### config.mk
export PLATFORM = sky130hd
export DESIGN_NAME = load_store_unit
export DESIGN_NICKNAME = d
export VERILOG_FILES = /design/src/rtl/lsu_pkg.sv /design/src/rtl/lsu_lane.sv /design/src/rtl/load_store_unit.sv
export SDC_FILE = /design/constraint.sdc
export NUM_CORES = 1
export LEC_CHECK = 0
export CAP_MARGIN = 20
export CORE_ASPECT_RATIO = 0.5
export CORE_MARGIN = 10
export CORE_UTILIZATION = 44
export DETAILED_ROUTE_END_ITERATION = 6
export GPL_ROUTABILITY_DRIVEN = 0
export GPL_TIMING_DRIVEN = 0
export PLACE_DENSITY = 0.84
export SYNTH_ARGS = -nofsm -noshare
export SYNTH_HDL_FRONTEND = slang
export SYNTH_SLANG_ARGS = --single-unit
### constraint.sdc
create_clock -name clk -period 2.9 [get_ports clk]
set_clock_uncertainty 0.1 [all_clocks]
set_input_delay 0.58 -clock clk [delete_from_list [all_inputs] [get_ports clk]]
set_output_delay 0.58 -clock clk [all_outputs]
set_load 0.01 [all_outputs]
### src/rtl/lsu_pkg.sv
// Shared definitions for the load/store unit: funct3 encodings, FSM states
// and the fault-cause code reported on the debug port.
package lsu_pkg;

    localparam logic [2:0] F3_B  = 3'b000;
    localparam logic [2:0] F3_H  = 3'b001;
    localparam logic [2:0] F3_W  = 3'b010;
    localparam logic [2:0] F3_BU = 3'b100;
    localparam logic [2:0] F3_HU = 3'b101;

    typedef enum logic [1:0] {
        S_IDLE = 2'd0,
        S_BUS  = 2'd1,
        S_RESP = 2'd2
    } lsu_state_t;

    typedef enum logic [1:0] {
        FC_NONE     = 2'd0,
        FC_MISALIGN = 2'd1,
        FC_ILLEGAL  = 2'd2,
        FC_TIMEOUT  = 2'd3
    } lsu_fault_t;

endpackage

### src/rtl/lsu_lane.sv
// Combinational lane logic: request legality/alignment, byte enables and
// store steering on the request side; lane extraction and extension on loads.
module lsu_lane
    import lsu_pkg::*;
(
    input  logic        req_read,
    input  logic        req_write,
    input  logic [2:0]  req_funct3,
    input  logic [1:0]  req_addr_lo,
    input  logic [31:0] req_wdata,
    output logic [3:0]  req_be,
    output logic [31:0] req_wdata_lane,
    output logic        req_error,
    output logic [1:0]  req_cause,
    input  logic [2:0]  ld_funct3,
    input  logic [1:0]  ld_addr_lo,
    input  logic [31:0] ld_word,
    output logic [31:0] ld_data
);

    logic        legal;
    logic        misalign;
    logic [31:0] shifted;
    logic [7:0]  ld_byte;
    logic [15:0] ld_half;

    always_comb begin
        legal    = 1'b0;
        misalign = 1'b0;
        // Read and write together is never legal, whatever funct3 says.
        case ({req_read, req_write})
            2'b10:   legal = (req_funct3 == F3_B)  || (req_funct3 == F3_H) ||
                             (req_funct3 == F3_W)  || (req_funct3 == F3_BU) ||
                             (req_funct3 == F3_HU);
            2'b01:   legal = (req_funct3 == F3_B)  || (req_funct3 == F3_H) ||
                             (req_funct3 == F3_W);
            default: legal = 1'b0;
        endcase
        case (req_funct3[1:0])
            2'b01:   misalign = req_addr_lo[0];
            2'b10:   misalign = (req_addr_lo != 2'b00);
            default: misalign = 1'b0;
        endcase
        req_error = !legal || misalign;
        if (!legal)
            req_cause = FC_ILLEGAL;
        else if (misalign)
            req_cause = FC_MISALIGN;
        else
            req_cause = FC_NONE;
    end

    always_comb begin
        req_be         = 4'b0000;
        req_wdata_lane = req_wdata;
        case (req_funct3[1:0])
            2'b00: begin
                req_be         = 4'b0001 << req_addr_lo;
                req_wdata_lane = {4{req_wdata[7:0]}};
            end
            2'b01: begin
                req_be         = req_addr_lo[1] ? 4'b1100 : 4'b0011;
                req_wdata_lane = {2{req_wdata[15:0]}};
            end
            2'b10: begin
                req_be         = 4'b1111;
                req_wdata_lane = req_wdata;
            end
            default: begin
                req_be         = 4'b0000;
                req_wdata_lane = req_wdata;
            end
        endcase
    end

    always_comb begin
        shifted = ld_word >> {ld_addr_lo, 3'b000};
        ld_byte = shifted[7:0];
        ld_half = ld_addr_lo[1] ? ld_word[31:16] : ld_word[15:0];
        case (ld_funct3)
            F3_B:    ld_data = {{24{ld_byte[7]}}, ld_byte};
            F3_H:    ld_data = {{16{ld_half[15]}}, ld_half};
            F3_BU:   ld_data = {24'd0, ld_byte};
            F3_HU:   ld_data = {16'd0, ld_half};
            default: ld_data = ld_word;
        endcase
    end

endmodule

### src/rtl/load_store_unit.sv
// Multicycle load/store unit: turns a held mem_read/mem_write level into one
// req/ack bus transaction and returns a one-cycle done (with fault).
//
// state  | meaning
// IDLE   | waiting for mem_read/mem_write; error requests go straight to RESP
// BUS    | bus_req high, bus_* stable, counting cycles toward timeout
// RESP   | done (and fault) high for this single cycle, requests ignored
module load_store_unit
    import lsu_pkg::*;
#(
    parameter int TIMEOUT = 16
) (
    input  logic        clk,
    input  logic        reset,
    input  logic        mem_read,
    input  logic        mem_write,
    input  logic [2:0]  funct3,
    input  logic [31:0] addr,
    input  logic [31:0] wdata,
    output logic [31:0] rdata,
    output logic        busy,
    output logic        done,
    output logic        fault,
    output logic [1:0]  fault_cause,
    output logic        bus_req,
    output logic        bus_we,
    output logic [31:0] bus_addr,
    output logic [3:0]  bus_be,
    output logic [31:0] bus_wdata,
    input  logic        bus_ack,
    input  logic [31:0] bus_rdata
);

    localparam logic [7:0] TMO_LAST = 8'(TIMEOUT - 1);

    lsu_state_t  state;
    logic [7:0]  cnt;
    logic [2:0]  funct3_q;
    logic [1:0]  addr_lo_q;

    logic [3:0]  req_be;
    logic [31:0] req_wdata_lane;
    logic        req_error;
    logic [1:0]  req_cause;
    logic [31:0] ld_data;

    lsu_lane u_lane (
        .req_read       (mem_read),
        .req_write      (mem_write),
        .req_funct3     (funct3),
        .req_addr_lo    (addr[1:0]),
        .req_wdata      (wdata),
        .req_be         (req_be),
        .req_wdata_lane (req_wdata_lane),
        .req_error      (req_error),
        .req_cause      (req_cause),
        .ld_funct3      (funct3_q),
        .ld_addr_lo     (addr_lo_q),
        .ld_word        (bus_rdata),
        .ld_data        (ld_data)
    );

    always_ff @(posedge clk) begin
        if (reset) begin
            state       <= S_IDLE;
            cnt         <= 8'd0;
            funct3_q    <= 3'd0;
            addr_lo_q   <= 2'd0;
            rdata       <= 32'd0;
            busy        <= 1'b0;
            done        <= 1'b0;
            fault       <= 1'b0;
            fault_cause <= FC_NONE;
            bus_req     <= 1'b0;
            bus_we      <= 1'b0;
            bus_addr    <= 32'd0;
            bus_be      <= 4'd0;
            bus_wdata   <= 32'd0;
        end else begin
            case (state)
                S_IDLE: begin
                    if (mem_read || mem_write) begin
                        busy        <= 1'b1;
                        fault_cause <= req_cause;
                        if (req_error) begin
                            done  <= 1'b1;
                            fault <= 1'b1;
                            state <= S_RESP;
                        end else begin
                            bus_req   <= 1'b1;
                            bus_we    <= mem_write;
                            bus_addr  <= {addr[31:2], 2'b00};
                            bus_be    <= req_be;
                            bus_wdata <= req_wdata_lane;
                            funct3_q  <= funct3;
                            addr_lo_q <= addr[1:0];
                            cnt       <= 8'd0;
                            state     <= S_BUS;
                        end
                    end
                end
                S_BUS: begin
                    // An ack in the last allowed cycle still counts as success.
                    if (bus_ack) begin
                        bus_req <= 1'b0;
                        if (!bus_we)
                            rdata <= ld_data;
                        done  <= 1'b1;
                        fault <= 1'b0;
                        state <= S_RESP;
                    end else if (cnt == TMO_LAST) begin
                        bus_req     <= 1'b0;
                        done        <= 1'b1;
                        fault       <= 1'b1;
                        fault_cause <= FC_TIMEOUT;
                        state       <= S_RESP;
                    end else begin
                        cnt <= cnt + 8'd1;
                    end
                end
                S_RESP: begin
                    done  <= 1'b0;
                    fault <= 1'b0;
                    busy  <= 1'b0;
                    state <= S_IDLE;
                end
                default: state <= S_IDLE;
            endcase
        end
    end

endmodule

==> metrics, run 1 <==
clk_lat worst skew=0.41 ns; Synth Flop Type=dfxtp_1; kind of critical path=input pin to flip-flop; Top Usage Layer GRT=met2; crit end category=flip-flop; Max Buffers Root-to-Sink=2; number of synthesized flops with an enable pin=0; Async SR Flop Fraction=0%; max-cap viol count=0; setup total negative slack=0 ns; Tmin final=2.850 ns; largest fanout on the critical path=10; routing usage on met1=26.40%; count of input and output buffers=207; die boundary width=177.2 microns; CTS tree=built; Buf/Inv on CP=4; sequential fraction of the synthesis area=44.19%; drt drc=0; r2r setup slk=0.32 ns; Mapped Area=5436 sq um; reg-to-reg endpoint=rdata[10]; CP max stage delay=0.50 ns; Top-Level Pins=211; RSZ-0062 raised after global routing=true; Req. time, crit path=3.13 ns; crit path launch=mem_read; Starting Density=45.51%; Hold WC Path Type=flip-flop to flip-flop; post-synthesis cell count=704; WL final=20740 microns; YS warnings=0; die extent in y=98.60 microns; largest area contributor in the synthesized netlist=dfxtp_1; remaining antenna violation count=0; FMAX=350.9 MHz; Overflow after GRT=0; via count=6111; Final Cycle Share=98.27%; Worst R2R Start=state[1]; overall routing resource usage=22.53%; via density per instance=5.510; Clk pin slew, worst setup/hold paths=0.05 ns; Inserted Clock Buffers=17; CP endpoint=funct3_q[1]; top-area cell type share of the netlist area=44.19%; drt wl/cell=18.70 microns; CP Launch Type=input pin; fill cell count=917; Net count, final=1049; # setup viols final=0; initial antenna violation count=0; largest net degree at the start of global routing=17; power per cell area=511.1 nW/um^2; proportion of layout cells with a drive suffix above 1=6.674%; Sink Count=120; Die ar.=17470 sq um; met2 usage=37.76%; Data arrival, critical path=3.08 ns; register area=2402 sq um; CP delay by family, top=buffers and inverters; unique cell type count in the Yosys netlist=46; final count of pins violating max slew=0; Leakage=0.002877 uW; Rel. slew slack=46.01%; core area=11950 sq um; number of stages on the worst setup path=10; #FFs+latches synth=120; vias in the first global route=5896; area of the multi-input gates=2766 sq um; Worst path slowest cell=clkdlybuf4s50_1; Max H-tree Level=4; critical path cell sequence=clkdlybuf4s50_1 > inv_1 > ha_1 > o21ai_1 > a211o_1 > buf_4 > nor3_4 > clkbuf_1 > nand2_1 > a21oi_1; Mapped Avg Cell Area=7.722 sq um; # hold bufs at CTS=0; maximum vdd ir drop=0.3853 mV; First-pass DRT Iterations=5; DR iter-0 viols=459; Fin Hold WS=0.3502 ns; Slew @ Worst Pin=0.8099 ns; # diodes=0; run status=completed; DP HPWL=15400 microns; worst r2r path cells=7; met3 GRT Util=5.522%; Final WS setup=0.05005 ns; Std-Cell Rows=28; Synth area leaders=dfxtp_1 (44%), nand2_1 (10%), a21oi_1 (8.2%); first-pass GRT wire length=31870 microns; Fin. Hold Viols=0; buffer type at the clock tree root=clkbuf_16; worst slack, placed=-0.8128 ns; Area Overhead vs Synth=53.03%
## placed cells by master (no fill, tap or decap), types with 4 or more instances in the layout
cell	n
a31oi_1	7
inv_1	20
clkinv_2	4
nand2_1	150
o21ai_0	23
or4_1	5
clkdlybuf4s50_1	204
clkbuf_8	4
a21oi_1	89
ha_1	11
clkbuf_2	4
a311oi_1	5
dfxtp_1	120
buf_4	7
a211oi_1	41
a22oi_1	7
nand3_1	4
a22o_1	8
clkbuf_1	42
buf_2	6
mux2i_1	4
o221ai_1	7
nor3_1	22
nor2_1	75
nor2b_1	6
clkbuf_16	17
o31ai_1	4
## flip-flops by register name (all words and copies together) (netlist names)
name         flops
bus_wdata       32
bus_req          1
fault            1
bus_we           1
bus_be           4
bus_addr        30
addr_lo_q        2
funct3_q         3
cnt              8
state            2
done             1
rdata           32
fault_cause      2
busy             1
## routing by layer
metal  up-vias  wire length [microns]
met5         -                      0
met3        55                   1694
met4         0                    767
met2       277                  10000
li1       2898                      -
met1      2881                   8275
## cells by family after synthesis
group | count (synthesis) | synth area share (%)
flip-flops | 120 | 44.19
AO/OA/AOI/OAI | 207 | 23.91
buffers and inverters | 76 | 5.731
AND/OR/NAND/NOR | 282 | 22.00
multiplexers | 7 | 1.565
adder cells (fa/ha/maj) | 11 | 2.532
other | 1 | 0.06898
## synth_stat cells (2+ instances only)
library cell,count
nand2_1,150
dfxtp_1,120
a21oi_1,89
nor2_1,75
a211oi_1,44
clkbuf_1,42
o21ai_0,24
nor3_1,22
inv_1,20
ha_1,11
buf_2,9
a22o_1,8
a22oi_1,7
a31oi_1,7
o221ai_1,7
nor2b_1,6
a311oi_1,5
or4_1,5
buf_4,4
mux2i_1,4
nand3_1,4
o31ai_1,4
a21o_1,3
nand2b_1,3
nor3b_1,3
or3_1,3
mux2_2,2
nand3b_1,2
o211ai_1,2
o21a_1,2
or2_2,2
## tightest hold or removal path, cell delays in order (launching register included)
cell	delay, ns
dfxtp_1	0.30
nand2_1	0.05
a21oi_1	0.05
## stage by stage
step | cells | instance area (sq um) | power, uW | utilization (%)
final | 1109 | 8319 | 4252 | 69.64
after global routing | 1109 | 8319 | 4391 | 69.64
after CTS | 1108 | 8257 | 4239 | 69.11
after detailed placement | 1077 | 7719 | 2381 | 64.61
after global placement | 1077 | 7719 | 2364 | 64.61
after floorplan | 705 | 5440 | 2040 | -
## how the worst min path moves through the flow
| stage | slack [ns] | to | cells after the start | from |
|---|---|---|---|---|
| final | 0.35 | bus_addr[28] | 2 | bus_addr[28] |
| after global routing | 0.37 | bus_addr[27] | 2 | bus_addr[27] |
| after CTS | 0.35 | bus_be[2] | 2 | bus_be[2] |
| after detailed placement | 0.35 | bus_be[2] | 2 | bus_be[2] |
| after global placement | 0.34 | bus_addr[2] | 2 | bus_addr[2] |
| after floorplan | 0.34 | funct3_q[2] | 2 | funct3_q[2] |
## final cells by class
type / count / area share, %
Clock inverter: 4 / 0.2406
Buffer: 56 / 3.158
Sequential cell: 120 / 28.88
Clock buffer: 25 / 5.956
Inverter: 20 / 0.9024
Tap cell: 165 / 2.482
Multi-Input combinational cell: 509 / 33.25
Timing Repair Buffer: 210 / 25.13
## repair_timing
item | in CTS | in global routing
pin swaps | 1 | 1
setup buffers | 2 | 1
setup endpoints to repair | 81 | 79
resized for setup | 7 | 23
## power by group
part	internal [uW]	switching, uW	total, uW
clock	1160	714	1870
combinational	317	327	643
sequential	1700	30.3	1730
(Power assumes the default switching activity.)
==> run 2, diff against run 1 <==
- HOLD_SLACK_MARGIN: unset -> 0.05
==> results of run 2 <==
No change in the layout: final DEF, timing and power equal those of run 1.
==> run 3, diff against run 2 <==
- CELL_PAD_IN_SITES_DETAIL_PLACEMENT: unset -> 1
- CELL_PAD_IN_SITES_GLOBAL_PLACEMENT: unset -> 1
- CORE_UTILIZATION: 44 -> 31
==> metrics, run 3 (same netlist as run 1, synthesis figures left out) <==
run status=completed; maximum vdd ir drop=0.3783 mV (-1.8%); Overflow after GRT=0 (unchanged); routing usage on met1=22.20% (-4.2 points); most frequent cells in the layout=clkdlybuf4s50_1 (205), nand2_1 (149), dfxtp_1 (120); Top-Level Pins=211 (unchanged); Placement Cell Area=7805 sq um (+1.1%); power per cell area=541.5 nW/um^2 (+5.9%); Data arrival, critical path=3.01 ns (-0.07 ns); DP HPWL=18460 microns (+20%); Net count, final=1046 (-0.29%); Req. time, crit path=3.11 ns (-0.02 ns); area of the multi-input gates=2769 sq um (about the same); Std-Cell Rows=34 (+21%); initial antenna violation count=0 (unchanged); # diodes=0 (unchanged); core area=17270 sq um (+45%); met3 GRT Util=4.829% (-0.69 points); largest fanout on the critical path=8 (-2); fill cell count=2103 (+130%); drt wl/cell=20.43 microns (+9.2%); kind of critical path=input pin to flip-flop; Fin. Hold Viols=0 (unchanged); Largest regs=bus_wdata x32, rdata x32, bus_addr x30; Placed Instances=1146 (+6.4%); remaining antenna violation count=0 (unchanged); worst r2r path cells=7 (unchanged); proportion of layout cells with a drive suffix above 1=7.203% (+0.53 points); buffer type at the clock tree root=clkbuf_16; critical path cell sequence=clkdlybuf4s50_1 > inv_1 > ha_1 > o21ai_1 > a211o_2 > o31a_1 > nor4_2 > mux2_2; met2 usage=35.06% (-2.7 points); CP max stage delay=0.53 ns (+0.03 ns); Top Usage Layer GRT=met2; Slew @ Worst Pin=0.8187 ns (+0.008838 ns); die boundary width=207.3 microns (+17%); vias in the first global route=6559 (+11%); DR iter-0 viols=387 (-16%); drt drc=0 (unchanged); CP Launch Type=input pin; WL final=24060 microns (+16%); register area=2402 sq um (unchanged); Die ar.=23560 sq um (+35%); Starting Density=31.48% (-14 points); Leakage=0.002899 uW (+0.78%); CTS tree=built; count of input and output buffers=207 (unchanged); # setup viols final=0 (unchanged); FMAX=357.8 MHz (+2.0%); first-pass GRT wire length=37180 microns (+17%); Worst path slowest cell=clkdlybuf4s50_1; Post-Layout Inst Area=8482 sq um (+2.0%); Hold WC Path Type=flip-flop to flip-flop; First-pass DRT Iterations=4 (-1); Rel. slew slack=45.42% (-0.59 points); Final Cycle Share=96.39% (-1.9 points); Tmin final=2.795 ns (-0.05472 ns); Final Non-Filler Cells=1178 (+6.2%); max-cap viol count=0 (unchanged); via density per instance=5.207 (-5.5%); Area Overhead vs Synth=56.02%; Max H-tree Level=4 (unchanged); largest net degree at the start of global routing=17 (unchanged); most common cell after layout, fill and taps aside=clkdlybuf4s50_1; setup total negative slack=0 ns (unchanged); final count of pins violating max slew=0 (unchanged); Hold Path Stages=2 (unchanged); RSZ-0062 raised after global routing=false; Max Buffers Root-to-Sink=2 (unchanged); Clk pin slew, worst setup/hold paths=0.06 ns (about the same); overall routing resource usage=19.66% (-2.9 points); clk_lat worst skew=0.42 ns (about the same); die extent in y=113.6 microns (+15%); Inserted Clock Buffers=17 (unchanged); Sink Count=120 (unchanged); crit end category=flip-flop; via count=6134 (+0.38%)
[run 3: per-stage QoR]
stage	setup slack (ns)	hold slack (ns)	total power (uW)	util, %
finish	0.1048	0.3535	4593	49.11
global route	0.01119	0.3774	4762	49.11
CTS	0.007566	0.3536	4611	48.83
detailed placement	-0.9479	0.3473	2405	45.19
global placement	-0.7801	0.3418	2381	45.19
floorplan	0.3755	0.3367	2040	-
[run 3: worst paths after layout]
check / start / endpoint / slack [ns]
worst max-delay path: mem_write / cnt[7] / 0.10
worst min-delay path: bus_wdata[4] / bus_wdata[4] / 0.35
worst max register to register: state[1] / rdata[10] / 0.26
worst min register to register: bus_wdata[4] / bus_wdata[4] / 0.35
[run 3: timing repair]
action	4_1_cts	5_1_grt
hold buffers	0	0
gates resized for setup	10	18
setup buffers	0	1
endpoints found under the setup margin	83	82
hold endpoints to repair	0	0
gates cloned	0	0
pin swaps	1	4
[run 3: area by class of cell]
class / count / area share, %
plain buffers: 55 / 3.054
inverters: 20 / 0.8851
clock inverters: 12 / 1.770
clock buffers: 20 / 5.384
flip-flops and latches: 120 / 28.32
repair buffers: 208 / 24.49
well taps: 234 / 3.452
multi-input cells: 509 / 32.65
[run 3: worst max-delay path: cells and delay by family]
family	cells	cell delay [ns]
simple gates	1	0.32
fa+ha+maj	1	0.28
mux	1	0.36
buf+inv	2	0.62
compound gates	3	0.85
[run 3: report_power, final]
part,switching (uW),total [uW],internal [uW]
combinational,341,657,316
clock,810,2200,1390
sequential,31.3,1730,1700
total,1180,4590,3410
[run 3: metal layers]
metal	part of all wire, %	up-vias
li1	-	2907
met1	41	2999
met2	50	183
met3	5.3	45
met4	3.4	0
met5	0	-
